### src/rtl/t_ff_bank.sv
// rtl/t_ff_bank.sv - parametrised bank of toggle flip-flops with counter, load and terminal-count modes
module t_ff_bank #(
  parameter int unsigned           WIDTH     = 4,
  parameter logic [WIDTH-1:0]      RESET_VAL = '0,
  parameter bit                    SATURATE  = 1'b0
) (
  input  logic             clk,
  input  logic             rst,
  input  logic             enable,
  input  logic [1:0]       mode,
  input  logic [WIDTH-1:0] t,
  input  logic [WIDTH-1:0] load_val,
  output logic [WIDTH-1:0] q,
  output logic [WIDTH-1:0] qbar,
  output logic             tc
);

  localparam logic [1:0] MODE_TOGGLE = 2'b00;
  localparam logic [1:0] MODE_UP     = 2'b01;
  localparam logic [1:0] MODE_DOWN   = 2'b10;
  localparam logic [1:0] MODE_LOAD   = 2'b11;

  logic [WIDTH-1:0] r_q;
  logic             r_tc;

  // w_all1[i] / w_all0[i]: bits 0..i-1 of q are all ones / all zeros
  logic [WIDTH:0]   w_all1;
  logic [WIDTH:0]   w_all0;
  logic [WIDTH-1:0] w_tog;
  logic [WIDTH-1:0] w_q_next;
  logic             w_tc_next;
  logic             w_at_term;

  assign w_all1[0] = 1'b1;
  assign w_all0[0] = 1'b1;

  // T-cascade enables: each stage gates the next, like a ripple of T flops
  genvar gi;
  generate
    for (gi = 0; gi < WIDTH; gi++) begin : g_cascade
      assign w_all1[gi+1] = w_all1[gi] & r_q[gi];
      assign w_all0[gi+1] = w_all0[gi] & ~r_q[gi];
    end
  endgenerate

  // Per-bit toggle requests and terminal detection for the selected mode
  always_comb begin
    w_tog     = '0;
    w_at_term = 1'b0;
    case (mode)
      MODE_TOGGLE: w_tog = t;
      MODE_UP: begin
        w_tog     = w_all1[WIDTH-1:0];
        w_at_term = w_all1[WIDTH];
      end
      MODE_DOWN: begin
        w_tog     = w_all0[WIDTH-1:0];
        w_at_term = w_all0[WIDTH];
      end
      default: w_tog = '0;
    endcase
    // A saturating counter at its limit simply stops toggling
    if (SATURATE && w_at_term) begin
      w_tog = '0;
    end
  end

  // Next-state selection; load bypasses the toggle network entirely
  always_comb begin
    w_q_next  = r_q ^ w_tog;
    w_tc_next = w_at_term;
    if (mode == MODE_LOAD) begin
      w_q_next  = load_val;
      w_tc_next = 1'b0;
    end
  end

  // Bank state and terminal-count flag; reset dominates, disabled edges hold q and clear tc
  always_ff @(posedge clk) begin
    if (rst) begin
      r_q  <= RESET_VAL;
      r_tc <= 1'b0;
    end else if (enable) begin
      r_q  <= w_q_next;
      r_tc <= w_tc_next;
    end else begin
      r_tc <= 1'b0;
    end
  end

  assign q    = r_q;
  assign qbar = ~r_q;
  assign tc   = r_tc;

endmodule

### config.mk
export PLATFORM = sky130hd
export DESIGN_NAME = t_ff_bank
export DESIGN_NICKNAME = d
export VERILOG_FILES = /design/src/rtl/t_ff_bank.sv
export SDC_FILE = /design/constraint.sdc
export NUM_CORES = 1
export LEC_CHECK = 0
export CORE_UTILIZATION = 25
export DETAILED_ROUTE_END_ITERATION = 8
export GPL_TIMING_DRIVEN = 1
export HOLD_SLACK_MARGIN = 0.03
export REMOVE_ABC_BUFFERS = 1
export SLEW_MARGIN = 20
export SYNTH_ARGS = -nofsm -noshare
export SYNTH_HDL_FRONTEND = slang
export SYNTH_SLANG_ARGS = --single-unit
export TNS_END_PERCENT = 100
### constraint.sdc
create_clock -name clk -period 1.81 [get_ports clk]
set_input_delay 0.362 -clock clk [delete_from_list [all_inputs] [get_ports clk]]
set_output_delay 0.362 -clock clk [all_outputs]
set_load 0.03 [all_outputs]
==> results_dict.tcl <==
set metrics [dict create \
    avgSynthCellArea_um2 8.24 \
    period_share_pct 96.1 \
    crit_fanout 5 \
    ys_seq_area_share_pct 21.7 \
    clock_skew_ns 0.000775 \
    htreeDepth 1 \
    finalCriticalPeriod_ns 1.74 \
    clk_latency_ns 0.24 \
    rows 15 \
    hold_path.class "flip-flop to flip-flop" \
    crit_type "flip-flop to output pin" \
    status "complete, no violations" \
    dp_cells 104 \
    crit_path_start_kind "flip-flop" \
    worst_slew_pin_slew_ns 0.430 \
    drv_slew 0 \
    cts_tree "yes" \
    ys_ff_latch 5 \
    synth_async_sr_flop_share_pct 0 \
    hold_violations 0 \
    fin_setup_tns_ns 0 \
    dieHeight_um 45.0 \
    clockRootBuffer "clkbuf_4" \
    clock.fmax_ghz 0.575 \
    irDropWorstVdd_v 0.000344 \
    ys_types 26 \
    first_pass_iters 4 \
    drive_gt1_share_pct 16.7 \
    grt_max_degree 14 \
    ant_nets 0 \
    synth-edff-count 0 \
    power_density_nw_per_um2 585 \
    arrival_ns 1.38 \
    gr-total-overflow 0 \
    final_cell_count_no_fill 109 \
    start_util_pct 26.7 \
    p_leak_nw 0.320 \
    areaGrowthSynthToFinish_pct 67.8 \
    dieArea_um2 2020 \
    n_antenna_cell 0 \
    nNetsFinal 103 \
    antenna_found_initial 0 \
    holdWs_ns 0.512 \
    wl_per_cell_um 10.7 \
    grt_usage_pct 12.8 \
    critical_path_required_ns 1.45 \
    dp_hpwl_um 899 \
    synthCells 56 \
    synthFlopType "dfxtp_1" \
    dieWidth_um 45.0 \
    finalPower_w 0.000453 \
    clock_sinks 5 \
    crit_path_end_kind "output pin" \
    cap_violations 0 \
    drtIter0Drc 7 \
    syn_area_um2 462 \
    ios 22 \
    synth_warnings 0 \
    rsz0062_at_grt "no" \
    n_fill_cell 189 \
    via_per_inst 4.72 \
    gp_congestion 0.767 \
    core_area_um2 1730 \
    maxSlewHeadroom_pct 71.3 \
    finalSetupViolCount 0 \
    vias 515 \
    routed_wl_um 1170 \
    clk_pin_slew_ns 0.04 \
    cts_buffer_depth 2 \
    grt_pass1_wl_um 1810 \
    numPortBuffers 21 \
    post-route-drc-count 0 \
    grt_pass1_vias 435 \
    worst-r2r-setup-slack_ns 0.33 \
    cts_buffers 3 \
]
-- cell usage in the layout, fill, tap and decap left out, types with 2 or more instances in the layout --
cell and n:
dlymetal6s2s_1 4, dfxtp_1 5, o32ai_1 2, ha_1 4
inv_1 6, buf_4 5, mux2i_1 3, nand3_1 2
o21a_1 3, a21oi_1 4, clkbuf_4 3, nor2_1 4
nand2_1 3, a31oi_1 2, clkdlybuf4s50_1 17
-- per-layer routing --
metal / vias to the layer above / routed length (µm) / share of wire [%] / track usage (%)
li1: 259 / - / - / -
met1: 239 / 518 / 44 / 14.1
met2: 17 / 588 / 50 / 21.7
met3: 0 / 64 / 5.5 / 6.00
met4: 0 / 0 / 0 / 3.64
met5: - / 0 / 0 / 0
-- per-stage QoR --
step	setup slack [ns]	instance area [µm²]	utilization [%]
global placement	-0.196	726	42.0
detailed placement	-0.238	726	42.0
CTS	0.0126	752	43.6
finish	0.0703	774	44.9
global route	0.0210	774	44.9
floorplan	0.281	454	-
-- cells in the mapped netlist, types with 2 or more instances --
master	instances	area share [%]
nand3_1	2	2.2
ha_1	5	14
o32ai_1	2	3.8
a21oi_1	4	4.3
dfxtp_1	5	22
nor2_1	5	4.1
o21a_1	3	4.9
inv_1	7	5.7
nand2_1	3	2.4
a31oi_1	2	2.7
mux2i_1	3	6.5
-- report_power, final --
group	total (W)	internal, W	switching, W
logic	0.000190	0.0000948	0.0000957
registers	0.000131	0.000120	0.0000111
clock network	0.000132	0.0000835	0.0000482
total	0.000453	0.000298	0.000155
-- sequential cells by signal, indices dropped and copies added, names as in the netlist --
register / flops
q: 4
tc: 1
-- cells by family after synthesis --
| group | after synthesis | synth area share, % |
|---|---|---|
| adders and majority gates | 5 | 13.6 |
| and+or+nand+nor | 21 | 28.7 |
| buffers and inverters | 9 | 7.32 |
| DFF | 5 | 21.7 |
| AOI/OAI and AO/OA | 13 | 22.2 |
| muxes | 3 | 6.50 |
-- area by class of cell --
class	instances	area [µm²]	share of cell area, %
Inverter	7	26.3	3.39
Sequential cell	5	100	12.9
Clock buffer	4	26.3	3.39
Timing Repair Buffer	26	258	33.3
Multi-Input combinational cell	42	333	43.0
Tap cell	25	31.3	4.04
-- worst max-delay path: stages (launching register included) --
cell and delay (ns):
dfxtp_1 0.35, inv_1 0.11, clkdlybuf4s50_1 0.68
-- repair_timing --
action	CTS	global route
endpoints found under the setup margin	0	6
hold buffers	0	0
gates resized for setup	0	7
setup buffers	0	1
-- worst paths after layout --
| path | endpoint | startpoint | cells past startpoint |
|---|---|---|---|
| worst max register to register | q[3] | q[0] | 5 |
| worst max-delay path | qbar[2] | q[2] | 2 |
| worst min register to register | q[0] | q[0] | 2 |
| worst min-delay path | q[0] | q[0] | 2 |
Note: power is estimated with default switching activity, not from simulation.
